**config.mk**
```make
export PLATFORM = sky130hd
export DESIGN_NAME = wb_stage_pipelined_flat
export DESIGN_NICKNAME = d
export VERILOG_FILES = /design/src/rtl/wb_stage_pipelined_if.sv /design/src/rtl/wb_stage_pipelined.sv /design/src/flat_wrapper.sv
export SDC_FILE = /design/constraint.sdc
export NUM_CORES = 1
export LEC_CHECK = 0
export CELL_PAD_IN_SITES_DETAIL_PLACEMENT = 0
export CELL_PAD_IN_SITES_GLOBAL_PLACEMENT = 2
export CORE_UTILIZATION = 21
export DETAILED_ROUTE_END_ITERATION = 12
export PLACE_DENSITY_LB_ADDON = 0.1
export SYNTH_ARGS = -nofsm -noshare
export SYNTH_HDL_FRONTEND = slang
export SYNTH_SLANG_ARGS = --single-unit
```
**constraint.sdc**
```tcl
create_clock -name i_clock -period 1.4 [get_ports i_clock]
set_clock_uncertainty 0.05 [all_clocks]
set_input_delay 0.28 -clock i_clock [delete_from_list [all_inputs] [get_ports i_clock]]
set_output_delay 0.28 -clock i_clock [all_outputs]
set_load 0.02 [all_outputs]
```
**src/rtl/wb_stage_pipelined_if.sv**
```systemverilog
// wb_stage_pipelined_if
//   MEM -> WB bundle for the write-back stage. Carries the pipeline controls
//   (stall/flush), the MEM-stage results captured by the stage, and the
//   registered register-file write port / forwarding outputs it produces.
//   Parameters:
//     NB_DATA : datapath width (32 or 64)
//     NB_REG  : register index width
//   Modports:
//     master : MEM-stage side, drives i_* and observes o_*
//     slave  : write-back stage, reads i_* and drives o_*
interface wb_stage_pipelined_if #(
    parameter int NB_DATA = 32,
    parameter int NB_REG  = 5
);
    localparam int NB_OFF = $clog2(NB_DATA / 8);

    logic                i_stall;
    logic                i_flush;
    logic                i_valid;
    logic                i_reg_write;
    logic [1:0]          i_wb_sel;
    logic [1:0]          i_mem_size;
    logic                i_mem_unsigned;
    logic [NB_OFF-1:0]   i_byte_offset;
    logic [NB_DATA-1:0]  i_mem_data;
    logic [NB_DATA-1:0]  i_alu_result;
    logic [NB_DATA-1:0]  i_link_pc;
    logic [NB_REG-1:0]   i_dest_reg;

    logic                o_valid;
    logic                o_reg_write;
    logic [NB_DATA-1:0]  o_wb_data;
    logic [NB_REG-1:0]   o_wb_reg;

    modport master (
        output i_stall, i_flush, i_valid, i_reg_write, i_wb_sel, i_mem_size,
               i_mem_unsigned, i_byte_offset, i_mem_data, i_alu_result,
               i_link_pc, i_dest_reg,
        input  o_valid, o_reg_write, o_wb_data, o_wb_reg
    );

    modport slave (
        input  i_stall, i_flush, i_valid, i_reg_write, i_wb_sel, i_mem_size,
               i_mem_unsigned, i_byte_offset, i_mem_data, i_alu_result,
               i_link_pc, i_dest_reg,
        output o_valid, o_reg_write, o_wb_data, o_wb_reg
    );
endinterface

```
**src/rtl/wb_stage_pipelined.sv**
```systemverilog
// wb_stage_pipelined
//   Write-back stage with its own MEM/WB register. Selects the write-back
//   source (ALU / extracted load / link address), performs little-endian
//   byte/half/word/full load extraction with sign or zero extension, and
//   registers the result. All outputs come straight from flops (1 cycle).
//   Edge priority: reset > flush > stall > load. Writes to register 0 are
//   suppressed at capture.
//   Ports:
//     i_clock          : clock, rising edge
//     i_reset          : asynchronous reset, active-high
//     bus (slave)      : stall/flush controls, MEM-stage inputs, WB outputs
//     o_retired_count  : retired instruction count (only with the macro)
//   Optional feature: define WB_RETIRE_CNT_EN to add o_retired_count, a
//   wrapping 32-bit count of valid instructions captured (not flushed or
//   stalled).
module wb_stage_pipelined #(
    parameter int NB_DATA = 32,
    parameter int NB_REG  = 5
) (
    input  logic                i_clock,
    input  logic                i_reset,
`ifdef WB_RETIRE_CNT_EN
    output logic [31:0]         o_retired_count,
`endif
    wb_stage_pipelined_if.slave bus
);
    localparam int NB_OFF = $clog2(NB_DATA / 8);

    logic [NB_OFF-1:0]  half_off;
    logic [NB_OFF-1:0]  word_off;
    logic [NB_DATA-1:0] shifted;
    logic [NB_DATA-1:0] mask;
    logic               load_msb;
    logic [NB_DATA-1:0] load_data;
    logic [NB_DATA-1:0] sel_data;
    logic               capture_we;

    logic               valid_q;
    logic               reg_write_q;
    logic [NB_DATA-1:0] wb_data_q;
    logic [NB_REG-1:0]  wb_reg_q;

    // Shift the addressed lane down to bit 0, then mask to the load size and
    // fill the upper bits. Misaligned offsets are truncated by clearing the
    // low offset bits rather than slicing, so the same code works for
    // NB_OFF=2 and NB_OFF=3. Full-width (and 32-bit word on a 32-bit path)
    // loads end up with mask all ones, so no fill is applied.
    always_comb begin
        half_off = bus.i_byte_offset & ~NB_OFF'(1);
        word_off = bus.i_byte_offset & ~NB_OFF'(3);
        shifted  = bus.i_mem_data;
        mask     = '1;
        load_msb = 1'b0;
        case (bus.i_mem_size)
            2'b00: begin
                shifted  = bus.i_mem_data >> {bus.i_byte_offset, 3'b000};
                mask     = NB_DATA'(8'hFF);
                load_msb = shifted[7];
            end
            2'b01: begin
                shifted  = bus.i_mem_data >> {half_off, 3'b000};
                mask     = NB_DATA'(16'hFFFF);
                load_msb = shifted[15];
            end
            2'b10: begin
                shifted  = bus.i_mem_data >> {word_off, 3'b000};
                mask     = NB_DATA'(32'hFFFF_FFFF);
                load_msb = shifted[31];
            end
            default: begin
                shifted  = bus.i_mem_data;
                mask     = '1;
                load_msb = 1'b0;
            end
        endcase
        load_data = (shifted & mask) |
                    ((!bus.i_mem_unsigned && load_msb) ? ~mask : '0);
    end

    always_comb begin
        sel_data = bus.i_alu_result;
        case (bus.i_wb_sel)
            2'b01:   sel_data = load_data;
            2'b10:   sel_data = bus.i_link_pc;
            default: sel_data = bus.i_alu_result;
        endcase
    end

    assign capture_we = bus.i_valid & bus.i_reg_write & (bus.i_dest_reg != '0);

    always_ff @(posedge i_clock or posedge i_reset) begin
        if (i_reset) begin
            valid_q     <= 1'b0;
            reg_write_q <= 1'b0;
            wb_data_q   <= '0;
            wb_reg_q    <= '0;
        end else if (bus.i_flush) begin
            valid_q     <= 1'b0;
            reg_write_q <= 1'b0;
        end else if (!bus.i_stall) begin
            valid_q     <= bus.i_valid;
            reg_write_q <= capture_we;
            wb_data_q   <= sel_data;
            wb_reg_q    <= bus.i_dest_reg;
        end
    end

    assign bus.o_valid     = valid_q;
    assign bus.o_reg_write = reg_write_q;
    assign bus.o_wb_data   = wb_data_q;
    assign bus.o_wb_reg    = wb_reg_q;

`ifdef WB_RETIRE_CNT_EN
    logic [31:0] retired_count_q;

    always_ff @(posedge i_clock or posedge i_reset) begin
        if (i_reset) begin
            retired_count_q <= '0;
        end else if (bus.i_valid && !bus.i_flush && !bus.i_stall) begin
            retired_count_q <= retired_count_q + 32'd1;
        end
    end

    assign o_retired_count = retired_count_q;
`endif
endmodule

```
**src/flat_wrapper.sv**
```systemverilog
// flat-port wrapper written by rule: the top's interface ports become plain ports
module wb_stage_pipelined_flat 
#(
    parameter int NB_DATA = 32,
    parameter int NB_REG  = 5
)
  (i_clock, i_reset, bus_i_stall, bus_i_flush, bus_i_valid, bus_i_reg_write, bus_i_wb_sel, bus_i_mem_size, bus_i_mem_unsigned, bus_i_byte_offset, bus_i_mem_data, bus_i_alu_result, bus_i_link_pc, bus_i_dest_reg, bus_o_valid, bus_o_reg_write, bus_o_wb_data, bus_o_wb_reg);
  wb_stage_pipelined_if #(.NB_DATA(NB_DATA), .NB_REG(NB_REG)) bus_i ();
  input  logic i_clock;
  input  logic i_reset;
  input wire logic [$bits(bus_i.i_stall)-1:0] bus_i_stall;
  input wire logic [$bits(bus_i.i_flush)-1:0] bus_i_flush;
  input wire logic [$bits(bus_i.i_valid)-1:0] bus_i_valid;
  input wire logic [$bits(bus_i.i_reg_write)-1:0] bus_i_reg_write;
  input wire logic [$bits(bus_i.i_wb_sel)-1:0] bus_i_wb_sel;
  input wire logic [$bits(bus_i.i_mem_size)-1:0] bus_i_mem_size;
  input wire logic [$bits(bus_i.i_mem_unsigned)-1:0] bus_i_mem_unsigned;
  input wire logic [$bits(bus_i.i_byte_offset)-1:0] bus_i_byte_offset;
  input wire logic [$bits(bus_i.i_mem_data)-1:0] bus_i_mem_data;
  input wire logic [$bits(bus_i.i_alu_result)-1:0] bus_i_alu_result;
  input wire logic [$bits(bus_i.i_link_pc)-1:0] bus_i_link_pc;
  input wire logic [$bits(bus_i.i_dest_reg)-1:0] bus_i_dest_reg;
  output wire logic [$bits(bus_i.o_valid)-1:0] bus_o_valid;
  output wire logic [$bits(bus_i.o_reg_write)-1:0] bus_o_reg_write;
  output wire logic [$bits(bus_i.o_wb_data)-1:0] bus_o_wb_data;
  output wire logic [$bits(bus_i.o_wb_reg)-1:0] bus_o_wb_reg;
  assign bus_i.i_stall = bus_i_stall;
  assign bus_i.i_flush = bus_i_flush;
  assign bus_i.i_valid = bus_i_valid;
  assign bus_i.i_reg_write = bus_i_reg_write;
  assign bus_i.i_wb_sel = bus_i_wb_sel;
  assign bus_i.i_mem_size = bus_i_mem_size;
  assign bus_i.i_mem_unsigned = bus_i_mem_unsigned;
  assign bus_i.i_byte_offset = bus_i_byte_offset;
  assign bus_i.i_mem_data = bus_i_mem_data;
  assign bus_i.i_alu_result = bus_i_alu_result;
  assign bus_i.i_link_pc = bus_i_link_pc;
  assign bus_i.i_dest_reg = bus_i_dest_reg;
  assign bus_o_valid = bus_i.o_valid;
  assign bus_o_reg_write = bus_i.o_reg_write;
  assign bus_o_wb_data = bus_i.o_wb_data;
  assign bus_o_wb_reg = bus_i.o_wb_reg;
  wb_stage_pipelined #(.NB_DATA(NB_DATA), .NB_REG(NB_REG)) u_core (.i_clock(i_clock), .i_reset(i_reset), .bus(bus_i));
endmodule
```
==> summary.txt, run 1 <==
first-pass GRT wire length: 18,800 um
max frequency: 718 MHz
Top FF cell, synth: dfrtp_1
VDD IR max: 449 uV
top cell type's share of synthesized area: 35.8%
Critical Path Fanout Max: 4
final critical-path setup slack: 0.00781 ns
pwr dens: 855 nW/um^2
Placed Area: 4960 sq um
crit-path most repeated cell: buf_8
Layout area overhead: 101%
DR DRC count: 0
CP endpoint kind: flop
core area: 12,600 sq um
nets: 640
leading cell type in the layout, fill and taps excluded: clkdlybuf4s50_1
Synth cell types: 35
# setup viols final: 0
initial core utilization: 21.6%
vias: 3,388
Crit Path Category: input pin to flop
sequential-to-total area share from yosys stat: 35.8%
Final Hold Fails: 0
Clk Latency, worst-skew pair: 0.29 ns
gr usage total: 18.9%
max incr delay on CP: 0.31 ns
top cells by area, synth: dfrtp_1, a221o_1, o21ai_0, nor2_1, o31ai_1
Post-Route WL: 12,800 um
Critical Path AT: 1.51 ns
Tcrit/Tclk final: 99.4%
total of max-cap violations: 0
ys async rst share: 100%
GRT Residual Overflow: 0
CP Cell Sequence: buf_8, ha_4, buf_12, buf_8, clkbuf_16, a221o_1, o21ai_1, o31ai_1
DRT iter0 DRCs: 177
largest net degree at the start of global routing: 40
GPL Wtd Cong: 0.769
final instance area: 5480 sq um
initial antenna violation count: 0
max reg flops: 32
vias in the first global route: 3,327
Antenna Nets Post-Route: 0
CTS tree: yes
vias per std cell: 4.86
Die X: 116 um
Syn Nets: 434
Fillers: 1,260
Clock Path Buffers: 2
half-perimeter wire length after placement: 9560 um
Final Critical Period: 1.39 ns
Max H-tree Level: 2
status: complete, no violations
clock sink total: 39
number of enable flip-flop cells after synthesis: 0
Chip Height: 116 um
YS warnings: 0
slowest stage cell on the critical path: a221o_1
Worst Hold Slack: 0.228 ns
Critical path buffers and inverters: 4
leakage: 2.24 nW
# IOs: 153
headroom to the max-slew limit: 78.1%
Critical Path Start Type: input pin
TritonCTS Buffers: 5
I/O Buffers: 152
final-report max-slew violation count: 0
mapped cell area: 2730 sq um
die footprint: 13,400 sq um
antenna cell count: 0
share of cells above drive strength 1: 26.3%
post-layout util: 43.4%
CP top delay family: buffers and inverters
unrepaired setup endpoints after global routing: true
Syn Area/Cell: 8.57 sq um
number of cell rows: 41
register bit total from synthesis: 39
Avg WL per Cell: 18.4 um
Hold Crit Class: input pin to flop
Worst-Margin Slew: 0.328 ns
critical path data required time: 1.52 ns
cell count after placement: 676
Mapped Cells: 318
Worst-path clk slew: 0.06 ns
most frequent cells in the layout: clkdlybuf4s50_1, buf_4, dlygate4sd2_1
first-pass iteration count of the detailed router: 4
clk root buf: clkbuf_16
Final Non-Filler Cells: 697
leading area contributor after synthesis: dfrtp_1
pre-CTS setup slack: -1.13 ns
metal layers:
metal | vias to the layer above | track usage (%) | wire length (um)
met4 | 0 | 4.19 | 120
met5 | - | 0 | 0
met3 | 9 | 3.71 | 715
li1 | 1633 | - | -
met2 | 113 | 30.4 | 5890
met1 | 1633 | 26.1 | 6090
area by class of cell:
cell class              count  area, sq um  share of cell area, %
flip-flops and latches     39          976                   17.8
inverters                   7         36.3                  0.663
repair buffers            229         2320                   42.4
clock inverters             2         35.0                  0.640
well taps                 172          215                   3.93
multi-input cells         242         1750                   32.0
clock buffers               6          139                   2.54
final timing paths:
kind,to,slack (ns),start,cells past startpoint
max,u_core.bus.o_wb_data[23],0.008,bus_i_wb_sel[1],8
min,u_core.bus.o_reg_write,0.23,bus_i_flush,3
max reg2reg,u_core.bus.o_wb_data[7],0.58,u_core.bus.o_wb_data[7],2
min reg2reg,u_core.bus.o_wb_reg[2],0.42,u_core.bus.o_wb_reg[2],2
max in group asynchronous,u_core.bus.o_wb_data[7],0.80,i_reset,3
min in group asynchronous,u_core.bus.o_wb_reg[4],0.28,i_reset,3
where the power goes:
| group | total, W | switching [W] | internal, W |
|---|---|---|---|
| sequential | 0.00139 | 0.0000928 | 0.00130 |
| clock | 0.00138 | 0.000489 | 0.000887 |
| combinational | 0.00191 | 0.000921 | 0.000989 |
metrics by stage:
stage	total power (W)	TNS, ns
after floorplan	0.00220	-3.04
after detailed placement	0.00325	-35.31
after global routing	0.00492	-0.289
final	0.00468	0
after global placement	0.00324	-35.01
after CTS	0.00467	-0.100
cells by family (layout without fill, tap and decap cells):
kind of cell,after synthesis,count (layout),share of synthesized area (%)
AO/OA/AOI/OAI,135,135,36.7
adder cells (fa/ha/maj),2,2,0.918
buffers and inverters,37,244,6.29
flip-flops,39,39,35.8
multiplexers,11,11,4.50
AND/OR/NAND/NOR,94,94,15.7
synth_stat cells (all sizes together) (2+ instances only):
master	n
o221ai	7
o22ai	9
nor2	36
nor2b	3
or3	7
nand2b	2
mux2i	10
buf	16
a22oi	16
a221oi	8
a21oi	17
o2111ai	7
inv	7
nand2	32
nor3b	8
o21ai	33
o31ai	17
clkbuf	14
ha	2
dfrtp	39
a221o	17
nand3	2
worst min-delay path, cell delays in order:
cell      delay, ns
clkbuf_2       0.11
buf_4          0.11
a21oi_1        0.03
what timing repair did:
item                                    in CTS  in global routing
resized for setup                          111                 19
pin swaps                                   13                 10
hold buffers                                 0                  0
endpoints found under the setup margin      72                 30
gates cloned                                 3                  2
buffers inserted                             7                  1
Power figures use the tool's default switching activity.
==> run 2, diff against run 1 <==
--- a/config.mk
+++ b/config.mk
@@ -5,6 +5,7 @@
 export SDC_FILE = /design/constraint.sdc
 export NUM_CORES = 1
 export LEC_CHECK = 0
+export ABC_CLOCK_PERIOD_IN_PS = 1400
 export CELL_PAD_IN_SITES_DETAIL_PLACEMENT = 0
 export CELL_PAD_IN_SITES_GLOBAL_PLACEMENT = 2
 export CORE_UTILIZATION = 21
==> results of run 2 <==
The final DEF is identical to that of run 1; final timing and power are the same.
==> run 3, diff against run 2 <==
--- a/config.mk
+++ b/config.mk
@@ -8,6 +8,7 @@
 export ABC_CLOCK_PERIOD_IN_PS = 1400
 export CELL_PAD_IN_SITES_DETAIL_PLACEMENT = 0
 export CELL_PAD_IN_SITES_GLOBAL_PLACEMENT = 2
+export CORE_ASPECT_RATIO = 0.9
 export CORE_UTILIZATION = 21
 export DETAILED_ROUTE_END_ITERATION = 12
 export PLACE_DENSITY_LB_ADDON = 0.1
==> summary.txt, run 3 (same netlist as run 1, synthesis figures left out) <==
pwr dens: 810 nW/um^2 (-5.2%)
Clk Latency, worst-skew pair: 0.28 ns (about the same)
nets: 645 (+0.78%)
status: finished, violations left
DR DRC count: 0 (unchanged)
initial antenna violation count: 0 (unchanged)
final critical-path setup slack: -0.000743 ns (-0.00856 ns)
Hold Crit Class: input pin to asynchronous set/reset pin
# setup viols final: 1 (+1)
most frequent cells in the layout: clkdlybuf4s50_1, buf_4, dlygate4sd2_1
Critical Path Start Type: input pin
clock sink total: 39 (unchanged)
Max H-tree Level: 2 (unchanged)
Avg WL per Cell: 18.8 um (+2.2%)
final-report max-slew violation count: 0 (unchanged)
total of max-cap violations: 0 (unchanged)
I/O Buffers: 152 (unchanged)
reg2reg start: u_core.bus.o_wb_data[7]
area of the multi-input gates: 1770 sq um (+0.78%)
Worst-path clk slew: 0.06 ns (about the same)
GRT Residual Overflow: 0 (unchanged)
gr usage total: 19.3% (+0.43 points)
CP Depth: 6 (-2)
Reg2Reg Capture Point: u_core.bus.o_wb_data[7]
Antenna Nets Post-Route: 0 (unchanged)
Critical Path AT: 1.52 ns (about the same)
die footprint: 13,400 sq um (about the same)
slowest stage cell on the critical path: mux4_2
CP top delay family: multiplexers
PnR Total Power: 0.00435 W (-7.1%)
first-pass iteration count of the detailed router: 4 (unchanged)
clk root buf: clkbuf_16
core area: 12,700 sq um (+0.54%)
GPL Wtd Cong: 0.837 (+8.9%)
vias in the first global route: 3,559 (+7.0%)
Critical Path Fanout Max: 6 (+2)
Layout area overhead: 96.9%
# IOs: 153 (unchanged)
Worst-Margin Slew: 0.375 ns (+0.0477 ns)
pre-CTS setup slack: -1.34 ns (-0.201 ns)
cell count after placement: 674 (-0.30%)
Clock Path Buffers: 2 (unchanged)
vias: 3,454 (+1.9%)
CP Cell Sequence: buf_6, nor2_4, mux4_2, buf_4, a22oi_2, o31ai_1
Final Critical Period: 1.40 ns (+0.00856 ns)
Fin Setup TNS: -0.000743 ns (-0.000743 ns)
initial core utilization: 21.5% (-0.11 points)
DRT iter0 DRCs: 118 (-33%)
max incr delay on CP: 0.60 ns (+0.29 ns)
Worst Hold Slack: 0.296 ns (+0.0682 ns)
Worst Reg-to-Reg Cells: 2 (unchanged)
R2R Setup Slk: 0.55 ns (-0.03 ns)
TritonCTS Buffers: 5 (unchanged)
antenna cell count: 0 (unchanged)
failing checks: setup timing
headroom to the max-slew limit: 74.9% (-3.2 points)
critical path data required time: 1.51 ns (about the same)
unrepaired setup endpoints after global routing: true
CTS Hold Buffers Added: 0 (unchanged)
largest net degree at the start of global routing: 40 (unchanged)
CTS tree: yes
Final Non-Filler Cells: 694 (-0.43%)
Final Hold Fails: 0 (unchanged)
half-perimeter wire length after placement: 9590 um (+0.33%)
number of cell rows: 39 (-4.9%)
max reg flops: 32 (unchanged)
max frequency: 714 MHz (-0.61%)
critical path endpoint: u_core.bus.o_wb_data[28]
Post-Route WL: 13,000 um (+1.8%)
Tcrit/Tclk final: 100% (+0.61 points)
Die X: 122 um (+5.3%)
CP endpoint kind: flop
VDD IR max: 389 uV (-13%)
first-pass GRT wire length: 19,300 um (+2.7%)
vias per std cell: 4.98 (+2.4%)
Critical path buffers and inverters: 2 (-2)
leakage: 2.20 nW (-1.8%)
share of cells above drive strength 1: 26.2% (-0.059 points)
Chip Height: 110 um (-5.0%)
Fillers: 1,295 (+2.8%)
Crit Path Category: input pin to flop
Reg area: 976 sq um (unchanged)
Worst Setup SP: bus_i_byte_offset[0]
leading cell type in the layout, fill and taps excluded: clkdlybuf4s50_1
[run 3: changes by cell type in the layout (fill, tap and decap cells not counted), moves of 3 or more]
cell	previous run	this run
buf_12	11	8
buf_4	54	63
buf_6	7	10
clkbuf_16	8	5
nor2_1	31	34
nor2_2	3	0
o21ai_0	13	16
o21ai_1	20	17
[run 3: layout make-up]
class	count	area share, %
timing repair buffer	233	41.8
multi-input combinational	243	32.9
sequential	39	18.2
tap	164	3.82
clock buffer	7	2.47
inverter	7	0.699
clock inverter	1	0.0933
[run 3: timing repair]
action	4_1_cts	5_1_grt
setup buffers	10	0
endpoints found under the setup margin	77	28
cloned	2	1
pin swaps	10	7
resized for setup	104	24
hold endpoints to repair	0	0
[run 3: worst reg2reg max path: cells and delay by family, from the launching register on]
family / cells / cell delay [ns]
DFF: 1 / 0.38
AOI/OAI and AO/OA: 2 / 0.29
[run 3: per-layer routing]
metal  up-vias  wire, um  global-route usage [%]
met5         -         0                       0
met4         0       174                    4.53
met3        12       676                    3.03
met2       134      6110                    32.7
met1      1665      6080                    25.8
li1       1643         -                       -
[run 3: through the flow]
step	instance area, sq um	utilization [%]
3_5_place_dp	4970	39.2
4_1_cts	5280	41.6
6_report	5370	42.3
3_3_place_gp	4970	39.2
5_1_grt	5370	42.3
2_1_floorplan	2840	-
[run 3: where the power goes]
group          switching [W]  total, W  leakage, nW  internal, W
clock network       0.000446   0.00111       0.0679     0.000659
logic               0.000910   0.00185         1.68     0.000938
registers          0.0000927   0.00139        0.452      0.00130
total                0.00145   0.00435         2.20      0.00290
[run 3: how the worst min path moves through the flow]
| stage | slack, ns | start | cells past startpoint | end |
|---|---|---|---|---|
| 2_1_floorplan | 0.29 | bus_i_flush | 1 | u_core.bus.o_reg_write |
| 3_3_place_gp | 0.41 | u_core.bus.o_wb_reg[2] | 2 | u_core.bus.o_wb_reg[2] |
| 3_5_place_dp | 0.42 | u_core.bus.o_wb_reg[0] | 2 | u_core.bus.o_wb_reg[0] |
| 4_1_cts | 0.30 | i_reset | 3 | u_core.bus.o_wb_data[1] |
| 5_1_grt | 0.34 | i_reset | 3 | u_core.bus.o_wb_data[1] |
| 6_report | 0.30 | i_reset | 3 | u_core.bus.o_wb_data[1] |
